[src/rtl/sram_word_bridge_pkg.sv]
// -----------------------------------------------------------------------------
// sram_word_bridge_pkg
// Shared definitions for the 32-bit word to 16-bit SRAM bridge:
//   state_e    - bridge FSM states (IDLE, LO half, HI half, read TAIL)
//   LO_HALF    - half-select value for the even (low) half-word address
//   HI_HALF    - half-select value for the odd (high) half-word address
//   half_ce_n  - chip-enable (active-low) for a half given its two byte enables
// -----------------------------------------------------------------------------
package sram_word_bridge_pkg;

    typedef enum logic [1:0] {
        IDLE = 2'd0,
        LO   = 2'd1,
        HI   = 2'd2,
        TAIL = 2'd3
    } state_e;

    localparam logic LO_HALF = 1'b0;
    localparam logic HI_HALF = 1'b1;

    // A half with no enabled byte keeps the chip deselected for its cycle.
    function automatic logic half_ce_n(input logic [1:0] be);
        return ~(be[0] | be[1]);
    endfunction

endpackage

[src/rtl/sram_word_bridge.sv]
// -----------------------------------------------------------------------------
// sram_word_bridge
// Splits each 32-bit word access into two 16-bit accesses on a synchronous
// SRAM (read data valid one clk after the read strobe). The low half-word
// lives at the even SRAM address {addr,0}, the high half at {addr,1}.
//
// Ports
//   clk, rst                 single clock, synchronous active-high reset
//   req_rd_en, req_wr_en     request strobes (both high = write), held until
//                            req_ready is seen
//   req_addr                 word address (SRAM_ADDR_WIDTH-1 bits)
//   req_wr_data, req_byte_en write word and per-byte enables
//   req_ready                high only while idle and out of reset
//   rsp_valid                one-cycle completion pulse (reads and writes)
//   rsp_rd_data              last read word, held until the next read completes
//   sram_*                   active-low strobes, half-word address and data
// -----------------------------------------------------------------------------
module sram_word_bridge
    import sram_word_bridge_pkg::*;
#(
    parameter int DATA_WIDTH      = 32,
    parameter int SRAM_DATA_WIDTH = DATA_WIDTH / 2,
    parameter int SRAM_ADDR_WIDTH = 10
) (
    input  logic                       clk,
    input  logic                       rst,
    input  logic                       req_rd_en,
    input  logic                       req_wr_en,
    input  logic [SRAM_ADDR_WIDTH-2:0] req_addr,
    input  logic [DATA_WIDTH-1:0]      req_wr_data,
    input  logic [3:0]                 req_byte_en,
    output logic                       req_ready,
    output logic                       rsp_valid,
    output logic [DATA_WIDTH-1:0]      rsp_rd_data,
    output logic                       sram_ce_n,
    output logic                       sram_we_n,
    output logic                       sram_oe_n,
    output logic                       sram_ub_n,
    output logic                       sram_lb_n,
    output logic [SRAM_ADDR_WIDTH-1:0] sram_addr,
    output logic [SRAM_DATA_WIDTH-1:0] sram_wr_data,
    input  logic [SRAM_DATA_WIDTH-1:0] sram_rd_data
);

    state_e                     state_q, state_d;
    logic [SRAM_ADDR_WIDTH-2:0] addr_q, addr_d;
    logic [DATA_WIDTH-1:0]      wr_data_q, wr_data_d;
    logic [3:0]                 byte_en_q, byte_en_d;
    logic                       is_wr_q, is_wr_d;

    logic [SRAM_DATA_WIDTH-1:0] rd_lo_q, rd_lo_d;
    logic                       rsp_valid_q, rsp_valid_d;
    logic [DATA_WIDTH-1:0]      rsp_rd_data_q, rsp_rd_data_d;

    logic                       sram_ce_n_q, sram_ce_n_d;
    logic                       sram_we_n_q, sram_we_n_d;
    logic                       sram_oe_n_q, sram_oe_n_d;
    logic                       sram_ub_n_q, sram_ub_n_d;
    logic                       sram_lb_n_q, sram_lb_n_d;
    logic [SRAM_ADDR_WIDTH-1:0] sram_addr_q, sram_addr_d;
    logic [SRAM_DATA_WIDTH-1:0] sram_wr_data_q, sram_wr_data_d;

    logic                       half_sel_s;
    logic [1:0]                 half_be_s;

    // Next-state logic and request capture.
    always_comb begin
        state_d   = state_q;
        addr_d    = addr_q;
        wr_data_d = wr_data_q;
        byte_en_d = byte_en_q;
        is_wr_d   = is_wr_q;
        case (state_q)
            IDLE: begin
                if (req_rd_en || req_wr_en) begin
                    state_d   = LO;
                    addr_d    = req_addr;
                    wr_data_d = req_wr_data;
                    byte_en_d = req_byte_en;
                    is_wr_d   = req_wr_en;   // both strobes high counts as a write
                end else begin
                    state_d   = IDLE;
                end
            end
            LO:      state_d = HI;
            HI: begin
                if (is_wr_q) begin
                    state_d = IDLE;
                end else begin
                    state_d = TAIL;          // one more cycle to collect the high half
                end
            end
            TAIL:    state_d = IDLE;
            default: state_d = IDLE;
        endcase
    end

    // SRAM pins are computed from the upcoming state so they are registered
    // and line up exactly with the LO/HI cycles.
    always_comb begin
        half_sel_s     = LO_HALF;
        half_be_s      = 2'b00;
        sram_ce_n_d    = 1'b1;
        sram_we_n_d    = 1'b1;
        sram_oe_n_d    = 1'b1;
        sram_ub_n_d    = 1'b1;
        sram_lb_n_d    = 1'b1;
        sram_addr_d    = sram_addr_q;
        sram_wr_data_d = {SRAM_DATA_WIDTH{1'b0}};
        case (state_d)
            LO: begin
                half_sel_s = LO_HALF;
                half_be_s  = byte_en_d[1:0];
            end
            HI: begin
                half_sel_s = HI_HALF;
                half_be_s  = byte_en_d[3:2];
            end
            default: begin
                half_sel_s = LO_HALF;
                half_be_s  = 2'b00;
            end
        endcase
        if ((state_d == LO) || (state_d == HI)) begin
            sram_ce_n_d = half_ce_n(half_be_s);
            sram_we_n_d = ~is_wr_d;
            sram_oe_n_d = is_wr_d;
            sram_lb_n_d = ~half_be_s[0];
            sram_ub_n_d = ~half_be_s[1];
            sram_addr_d = {addr_d, half_sel_s};
            if (is_wr_d && (half_sel_s == HI_HALF)) begin
                sram_wr_data_d = wr_data_d[DATA_WIDTH-1:SRAM_DATA_WIDTH];
            end else if (is_wr_d) begin
                sram_wr_data_d = wr_data_d[SRAM_DATA_WIDTH-1:0];
            end else begin
                sram_wr_data_d = {SRAM_DATA_WIDTH{1'b0}};
            end
        end else begin
            sram_ce_n_d    = 1'b1;
            sram_we_n_d    = 1'b1;
            sram_oe_n_d    = 1'b1;
            sram_ub_n_d    = 1'b1;
            sram_lb_n_d    = 1'b1;
            sram_wr_data_d = {SRAM_DATA_WIDTH{1'b0}};
        end
    end

    // Response path: low half arrives during HI, high half during TAIL; the
    // word is published only once complete so rsp_rd_data never shows a mix.
    always_comb begin
        rsp_valid_d   = ((state_q == HI) && is_wr_q) || (state_q == TAIL);
        rd_lo_d       = ((state_q == HI) && !is_wr_q) ? sram_rd_data : rd_lo_q;
        rsp_rd_data_d = (state_q == TAIL) ? {sram_rd_data, rd_lo_q} : rsp_rd_data_q;
    end

    // State, request and output registers with synchronous reset.
    always_ff @(posedge clk) begin
        if (rst) begin
            state_q        <= IDLE;
            addr_q         <= {(SRAM_ADDR_WIDTH-1){1'b0}};
            wr_data_q      <= {DATA_WIDTH{1'b0}};
            byte_en_q      <= 4'b0000;
            is_wr_q        <= 1'b0;
            rd_lo_q        <= {SRAM_DATA_WIDTH{1'b0}};
            rsp_valid_q    <= 1'b0;
            rsp_rd_data_q  <= {DATA_WIDTH{1'b0}};
            sram_ce_n_q    <= 1'b1;
            sram_we_n_q    <= 1'b1;
            sram_oe_n_q    <= 1'b1;
            sram_ub_n_q    <= 1'b1;
            sram_lb_n_q    <= 1'b1;
            sram_addr_q    <= {SRAM_ADDR_WIDTH{1'b0}};
            sram_wr_data_q <= {SRAM_DATA_WIDTH{1'b0}};
        end else begin
            state_q        <= state_d;
            addr_q         <= addr_d;
            wr_data_q      <= wr_data_d;
            byte_en_q      <= byte_en_d;
            is_wr_q        <= is_wr_d;
            rd_lo_q        <= rd_lo_d;
            rsp_valid_q    <= rsp_valid_d;
            rsp_rd_data_q  <= rsp_rd_data_d;
            sram_ce_n_q    <= sram_ce_n_d;
            sram_we_n_q    <= sram_we_n_d;
            sram_oe_n_q    <= sram_oe_n_d;
            sram_ub_n_q    <= sram_ub_n_d;
            sram_lb_n_q    <= sram_lb_n_d;
            sram_addr_q    <= sram_addr_d;
            sram_wr_data_q <= sram_wr_data_d;
        end
    end

    assign req_ready    = (state_q == IDLE) && !rst;
    assign rsp_valid    = rsp_valid_q;
    assign rsp_rd_data  = rsp_rd_data_q;
    // Reset also deselects the chip at once, so a half still in flight when
    // reset arrives is never written.
    assign sram_ce_n    = sram_ce_n_q | rst;
    assign sram_we_n    = sram_we_n_q;
    assign sram_oe_n    = sram_oe_n_q;
    assign sram_ub_n    = sram_ub_n_q;
    assign sram_lb_n    = sram_lb_n_q;
    assign sram_addr    = sram_addr_q;
    assign sram_wr_data = sram_wr_data_q;

endmodule

[config.mk]
export PLATFORM = sky130hd
export DESIGN_NAME = sram_word_bridge
export DESIGN_NICKNAME = d
export VERILOG_FILES = /design/src/rtl/sram_word_bridge_pkg.sv /design/src/rtl/sram_word_bridge.sv
export SDC_FILE = /design/constraint.sdc
export NUM_CORES = 1
export LEC_CHECK = 0
export BUFFER_PORTS_ARGS = -buffer_cell sky130_fd_sc_hd__buf_4
export CAP_MARGIN = 20
export CORE_MARGIN = 2
export CORE_UTILIZATION = 45
export CTS_BUF_LIST = sky130_fd_sc_hd__clkbuf_4 sky130_fd_sc_hd__clkbuf_8
export DETAILED_ROUTE_END_ITERATION = 6
export PLACE_DENSITY = 0.7
export REMOVE_ABC_BUFFERS = 1
export SKIP_CTS_REPAIR_TIMING = 1
export SLEW_MARGIN = 20
export SYNTH_ARGS = -nofsm -noshare
export SYNTH_HDL_FRONTEND = slang
export SYNTH_SLANG_ARGS = --single-unit
export TNS_END_PERCENT = 1
[constraint.sdc]
create_clock -name clk -period 2.9 [get_ports clk]
set_clock_uncertainty 0.1 [all_clocks]
set_input_delay 0.58 -clock clk [delete_from_list [all_inputs] [get_ports clk]]
set_output_delay 0.58 -clock clk [all_outputs]
set_load 0.01 [all_outputs]
==> flow_summary.toml <==
[yosys]
synth_most_common_cell = "dfxtp_1"
synth_ff_type = "dfxtp_1"
synthesis.area_um2 = 4140
synth-edff-count = 0
avgSynthCellArea_um2 = 8.57
synth.yosys.seq_area_share = 0.532
ys_warn_count = 0
async_flop_share = 0
synth.distinct_cells = 29
synth-seq-cells = 110
netlist_instances = 483
synthTopCellsByCount = "110 x dfxtp_1, 87 x nand2_1, 71 x a21oi_1"
synthTopCellsByArea = "dfxtp_1 53%, a21oi_1 8.6%, nand2_1 7.9%"
yosys.area.top_type = "dfxtp_1"
synth_top_cell_area_share = 0.532

[pwr]
leakage_nw = 2.19
p_per_area_nw_per_um2 = 614
peakVddDrop_mv = 0.287

[die]
num_rows = 34
initial_core_util = 0.470
core_area_um2 = 8810
die_y_um = 99.9
die_w_um = 99.9
ioPinCount = 130
die-area_um2 = 9980

[global_routing]
overflow = 0
track_usage = 0.204
grt_antenna_before_repair = 0
grt_pass1_wl_mm = 16.5
grt_pass1_vias = 3423
grt_max_degree = 50

[placed_design]
gp_congestion = 0.762
place_ws_ns = 0.692
hpwl_mm = 6.79
place_area_um2 = 5070
portBuffers = 129

[clocking]
cts_root_buf = "clkbuf_8"
h-tree-depth = 3
clk_pin_slew_worst_paths_ns = 0.10
numClockSinks = 110
cts_tree = "yes"
cts_buffer_depth = 2
cts_buffers = 9
clkLatencyLatePin_ns = 0.35

[critical_path]
critPathMaxFanout = 23
path_cells = "buf_4 > or2_1 > nor2_1 > buf_4"
crit_type = "register to output port"
arrival_ns = 1.55
critical_path.top_delay_family = "simple AND/OR/NAND/NOR gates"
critical-path-max-stage-delay_ns = 0.39
rr_worst_depth = 4
critPathLaunchType = "register"
critPathBufInv = 2
crit_required_ns = 2.22
endpoint_kind = "output port"
path_depth = 4
crit_top_cell = "buf_4"
crit_slowest_cell = "dfxtp_1"

[route]
drc = 0
via_per_inst = 5.41
drtPass1Iterations = 4
num_vias = 3727
ant_nets = 0
drt_iter0_markers = 180
drt-total-wl_mm = 10.3
wire_per_inst_um = 15.0

[status]
status = "finished, final reports clean"

[worst_hold_path]
hp-class = "register to register"
holdPathStages = 2

[timing]
slew_violations = 0
fin_crit_ns = 2.23
finalHoldViolCount = 0
timing.final.ws_setup_ns = 0.671
max_slew.worst_pin.slew_ns = 0.790
rsz0062_at_grt = "no"
maxSlewHeadroom = 0.474
min_period_over_period = 0.769
fmax_mhz = 449
setup-violations-final = 0

[layout]
syn2layout_area_growth_pct = 28.1
diodes = 0
fin_nets = 642
final_cell_area_um2 = 5300
drive_gt1_frac = 0.277
fillers = 808

[run]
cap_violations = 0
[path summary, 6_finish.rpt]
kind	from	end	slack, ns
hold / removal	rd_lo_q[14]	rsp_rd_data[14]	0.34
hold reg to reg	rd_lo_q[14]	rsp_rd_data[14]	0.34
setup / recovery	state_q[0]	req_ready	0.67
setup reg to reg	state_q[0]	sram_addr[8]	0.90
[per-layer routing]
metal  vias to the layer above  routed length [µm]  GRT usage
li1                       1843                   -          -
met1                      1758                4670      0.283
met2                       112                4930      0.322
met3                        14                 575     0.0390
met4                         0                 137     0.0706
met5                         -                   0          0
[final cells by class]
cell class,count,area (µm²),share of cell area
multi-input combinational,316,1700,0.320
timing repair buffer,138,1040,0.195
clock inverter,3,67.6,0.0127
inverter,2,7.51,0.00142
clock buffer,12,159,0.0300
sequential,110,2200,0.415
tap,108,135,0.0255
[report_power, final]
part,switching [mW],total [mW],internal [mW]
logic,0.318,0.556,0.238
clock network,0.487,1.03,0.540
registers,0.0570,1.67,1.62
total,0.862,3.26,2.39
[tightest hold or removal path: stages, from the launching register on]
cell and delay (ns):
dfxtp_1 0.32, nand2_1 0.05, a21oi_1 0.05
[cells by family (layout without fill, tap and decap cells)]
logic type,Yosys count,after routing,share of synthesized area
DFF,110,110,0.532
AOI/OAI and AO/OA,115,115,0.151
muxes,17,17,0.0414
buffers and inverters,57,155,0.0602
and+or+nand+nor,184,184,0.215
[stage by stage]
step / setup TNS (ns) / power, mW / hold slack, ns / std cells / utilization
2_1_floorplan: -1.75 / 1.98 / 0.325 / 428 / -
3_3_place_gp: 0 / 2.24 / 0.335 / 674 / 0.576
3_5_place_dp: 0 / 2.26 / 0.343 / 674 / 0.576
4_1_cts: 0 / 3.28 / 0.343 / 689 / 0.602
5_1_grt: 0 / 3.42 / 0.338 / 689 / 0.602
6_report: 0 / 3.26 / 0.339 / 689 / 0.602
[sequential cells by signal (all words and copies together) (netlist names), 2 cells and up]
register and flops:
byte_en_q 2, wr_data_q 16, sram_wr_data 16, rd_lo_q 16, rsp_rd_data 32, sram_addr 10
addr_q 9, state_q 2
[cells in the final DEF (no fill, tap or decap)]
cell type and n:
mux2_2 1, nor3b_2 1, nand4_1 16, o21ai_1 21
nor2_4 2, a311oi_2 1, a21oi_1 71, nand2_2 1
mux2i_1 16, and2_1 2, clkbuf_8 11, bufinv_16 2
inv_1 1, a21o_1 3, nor2_1 22, buf_4 138
clkinvlp_4 1, inv_2 1, nor2b_1 3, or2_1 2
clkbuf_4 1, dfxtp_1 110, o211ai_1 1, nor3_1 2
nand4b_1 16, or2_2 1, a311oi_1 8, nand2_1 86
nand3_1 29, or3_1 1, o21ai_0 10
Note: power is estimated with default switching activity, not from simulation.
